**config.mk**
```make
export PLATFORM = sky130hd
export DESIGN_NAME = xsafe_tx
export DESIGN_NICKNAME = d
export VERILOG_FILES = /design/src/rtl/xsafe_tx.sv
export SDC_FILE = /design/constraint.sdc
export NUM_CORES = 1
export LEC_CHECK = 0
export BUFFER_PORTS_ARGS = -buffer_cell sky130_fd_sc_hd__buf_2
export CORE_ASPECT_RATIO = 0.9
export CORE_UTILIZATION = 51
export CTS_BUF_LIST = sky130_fd_sc_hd__clkbuf_8 sky130_fd_sc_hd__clkbuf_16
export DETAILED_ROUTE_END_ITERATION = 10
export GPL_ROUTABILITY_DRIVEN = 0
export PLACE_DENSITY_LB_ADDON = 0.05
export SLEW_MARGIN = 20
export SYNTH_ARGS = -nofsm -noshare
export SYNTH_HDL_FRONTEND = slang
export SYNTH_SLANG_ARGS = --single-unit
```
**constraint.sdc**
```tcl
create_clock -name clk -period 1.78 [get_ports clk]
set_input_delay 0.089 -clock clk [delete_from_list [all_inputs] [get_ports clk]]
set_output_delay 0.089 -clock clk [all_outputs]
set_load 0.05 [all_outputs]
```
**src/rtl/xsafe_tx.sv**
```systemverilog
// Transmit buffer for the xcheck-monitored bus: circular FIFO with valid/ready on both sides.
// Every output is derived from async-reset registers, so no output is ever unknown.
module xsafe_tx #(
    parameter int                   WIDTH      = 8,
    parameter int                   DEPTH      = 4,
    parameter logic [WIDTH-1:0]     IDLE_VALUE = '0
) (
    input  logic                    clk,
    input  logic                    rst_n,
    input  logic                    in_valid,
    input  logic [WIDTH-1:0]        in_data,
    output logic                    in_ready,
    output logic                    out_valid,
    output logic [WIDTH-1:0]        out_data,
    output logic                    out_parity,
    input  logic                    out_ready,
    output logic [15:0]             sent_count,
    output logic                    drop_err
);

    localparam int AW = $clog2(DEPTH);
    localparam logic [AW:0] FULL = (AW+1)'(DEPTH);

    logic [WIDTH-1:0] storage [DEPTH];
    logic [AW-1:0]    rd_ptr;
    logic [AW-1:0]    wr_ptr;
    logic [AW:0]      count;
    logic [AW:0]      count_next;
    logic             ready_q;
    logic             push;
    logic             pop;

    assign push = in_valid & ready_q;
    assign pop  = out_valid & out_ready;

    always_comb begin
        count_next = count;
        case ({push, pop})
            2'b10:   count_next = count + (AW+1)'(1);
            2'b01:   count_next = count - (AW+1)'(1);
            default: count_next = count;
        endcase
    end

    // in_ready is registered from the next count, so it is 0 throughout reset
    // and only rises on the first edge after release.
    always_ff @(posedge clk or negedge rst_n) begin
        if (!rst_n) begin
            for (int i = 0; i < DEPTH; i++) storage[i] <= IDLE_VALUE;
            rd_ptr     <= '0;
            wr_ptr     <= '0;
            count      <= '0;
            ready_q    <= 1'b0;
            sent_count <= 16'h0000;
            drop_err   <= 1'b0;
        end else begin
            if (push) begin
                storage[wr_ptr] <= in_data;
                wr_ptr          <= wr_ptr + AW'(1);
            end
            if (pop) begin
                rd_ptr     <= rd_ptr + AW'(1);
                sent_count <= sent_count + 16'd1;
            end
            if (in_valid && !ready_q) drop_err <= 1'b1;
            count   <= count_next;
            ready_q <= (count_next != FULL);
        end
    end

    assign in_ready   = ready_q;
    assign out_valid  = (count != '0);
    assign out_data   = out_valid ? storage[rd_ptr] : IDLE_VALUE;
    assign out_parity = out_valid ? ^storage[rd_ptr] : 1'b0;

endmodule

```
==> impl_results.md <==
* Die area at 0.00545 mm^2
* Post-synth top flop: dfrtp_1
* H-tree levels at 3
* Grt met1 use at 0.275
* Vias in the first global route at 1861
* Post-DRT Antenna Nets at 0
* Die Y at 70.1 um
* Worst Path Max Fanout at 5
* Achievable Freq at 445 MHz
* Design area at 0.00339 mm^2
* HPWL Detailed at 3870 um
* PortBufs at 39
* Critical path type: register to primary output
* FFs w/ async S/R, synth at 1.00
* IO Count at 40
* Syn Area/Cell at 13.7 um^2
* Cts bufs inserted at 9
* RSZ-0062 raised after global routing: true
* CTS root buffer: clkbuf_8
* Dpl cell area at 0.00302 mm^2
* Initial antenna violation count at 0
* Largest net degree at the start of global routing at 32
* DRT Pass-1 Iters at 4
* Final Hold Fails at 0
* EDFF count, synth at 0
* Area Growth Syn to Fin at 28.8%
* Seq cells post-synth at 57
* Post-synth top area share at 0.543
* Yosys top cell by area: dfrtp_1
* First-pass GRT wire length at 8900 um
* Setup Skew at 3.53 ps
* Clock tree buffer depth at 2
* CTS tree: built
* Period utilization at 1.26
* Clk slew on worst S/H paths at 60 ps
* Seq/Total Area, Yosys at 0.543
* Post-Route WL at 5400 um
* Reg-to-reg setup timing slack at 20 ps
* Max-slew headroom at 0.585
* # rows at 24
* Routing usage on met2 at 0.364
* Violated checks: negative setup slack
* Worst setup SP type: register
* Worst hold path type: input pin to register
* # DRC at 0
* Layout cells sized above 1 at 0.517
* CP Cell Sequence: buf_6 > mux4_2 > xnor2_2 > xnor2_1 > xnor2_1 > nor2_4 > buf_6
* Total track usage at 0.223
* Worst path slowest cell: mux4_2
* Syn nets at 211
* Crit path max-delay family: XOR/XNOR gates
* Mapped Area at 0.00263 mm^2
* Worst setup path startpoint: rd_ptr[0]
* Critical path depth at 7
* Post-DR wirelength/cell at 16.7 um
* Starting DRT DRC Count at 72
* Worst Path Buf+Inv at 2
* R2r endpoint: in_ready
* Worst R2R Path Depth at 8
* Final WS setup at -466 ps
* Vias at 1693
* CP Capture Point: out_parity
* Worst slew pin tran at 623 ps
* Worst EP required at 1690 ps
* Clock Latency Late Sink at 330 ps
* Ant. Diodes at 0
* Nets at 273
* GRT Max-Usage Layer: met2
* Vias per Instance at 5.23
* Outcome: finished with violations
* Ys Warns at 0
* Grt met3 use at 0.0771
* Max Cap Viol at 0
* R2R Path Start: count[1]
* Core box area at 0.00489 mm^2
* Final setup TNS at -505 ps
* Fin. max-slew vios at 0
* CP arrival at 2160 ps
* Final min period at 2250 ps
* Clock sink count at 57
* Chip Width at 77.7 um
* Setup-failing EPs final at 5
* Initial core utilization at 0.537
* Count of different cell masters after synthesis at 24
* Total gr overflow at 0
* Mapped Cells at 192
* Top post-synthesis cells by area: dfrtp_1 (54%), mux2_2 (15%), xnor2_1 (7.0%), mux4_2 (6.9%), ha_1 (2.9%)
* Crit end category: primary output
* Critical Path Max Stage Delay at 550 ps
## metrics by stage
stage | std cells | utilization | hold WS (ps) | worst slack, ps
2_1_floorplan | 192 | - | -207 | -64.9
3_3_place_gp | 304 | 0.618 | 115 | -143
3_5_place_dp | 304 | 0.618 | 133 | -188
4_1_cts | 322 | 0.681 | 17.4 | -476
5_1_grt | 324 | 0.692 | 23.7 | -558
6_report | 324 | 0.692 | 30.6 | -466
## routing by layer
metal  routed length (um)  vias up
li1                     -      784
met1                 2330      867
met2                 2740       35
met3                  257        7
met4                   65        0
met5                    0        -
## cells in the final DEF, fill, tap and decap left out, types with 2 or more instances in the layout
cell,n
nand2_1,7
buf_2,30
clkinv_2,4
nor2b_4,6
mux4_2,8
dfrtp_2,5
xnor2_2,2
nor2_1,5
ha_1,5
nand3_1,10
nor2b_1,2
xor2_1,7
clkbuf_8,10
inv_1,7
nand4_1,3
buf_6,11
xnor2_1,19
buf_4,12
dfrtp_1,52
and3_1,3
mux2_2,34
## Yosys cell counts, drive strengths merged, types with 2 or more instances
| library cell | count |
|---|---|
| ha | 6 |
| nand3 | 10 |
| buf | 2 |
| xor2 | 7 |
| mux4 | 8 |
| nand4 | 3 |
| inv | 8 |
| dfrtp | 57 |
| clkbuf | 3 |
| xnor2 | 21 |
| mux2 | 34 |
| nor2 | 7 |
| nor2b | 8 |
| and3 | 3 |
| nand2 | 8 |
## area by class of cell
| class | count | area (um^2) |
|---|---|---|
| tap | 65 | 81.3 |
| clock inverter | 6 | 57.6 |
| multi-input combinational | 122 | 1250 |
| inverter | 8 | 30.0 |
| timing repair buffer | 56 | 402 |
| sequential | 57 | 1430 |
| fill | 337 | 1510 |
| clock buffer | 10 | 138 |
## kinds of logic after synthesis
family / share of synthesized area
flip-flops: 0.543
multiplexers: 0.218
AND/OR/NAND/NOR: 0.0814
XOR/XNOR: 0.0933
buffers and inverters: 0.0224
adder cells (fa/ha/maj): 0.0362
AO/OA/AOI/OAI: 0.00619
## sequential cells by signal, summed over array words and instances (netlist names)
register	count
wr_ptr	2
rd_ptr	2
sent_count	16
drop_err	1
storage	32
in_ready	1
count	3
## repair_timing
item | 4_1_cts | 5_1_grt
hold buffers | 1 | 0
hold endpoints to repair | 26 | 0
gates resized for setup | 27 | 13
pin swaps | 4 | 5
setup endpoints to repair | 10 | 13
cloned | 0 | 1
setup buffers | 1 | 2
## worst min-delay path by stage
stage / endpoint / cells past startpoint / from / slack (ps)
after global placement: storage[16] / 1 / rst_n / 110
after detailed placement: storage[0] / 1 / rst_n / 130
final: storage[13] / 2 / in_data[5] / 30
after global routing: storage[18] / 2 / in_data[2] / 20
after floorplan: count[0] / 0 / rst_n / -210
after CTS: storage[13] / 2 / in_data[5] / 20
Power is not shown: default switching activity piles up to over one toggle a cycle in this logic, so the estimate is an artifact.
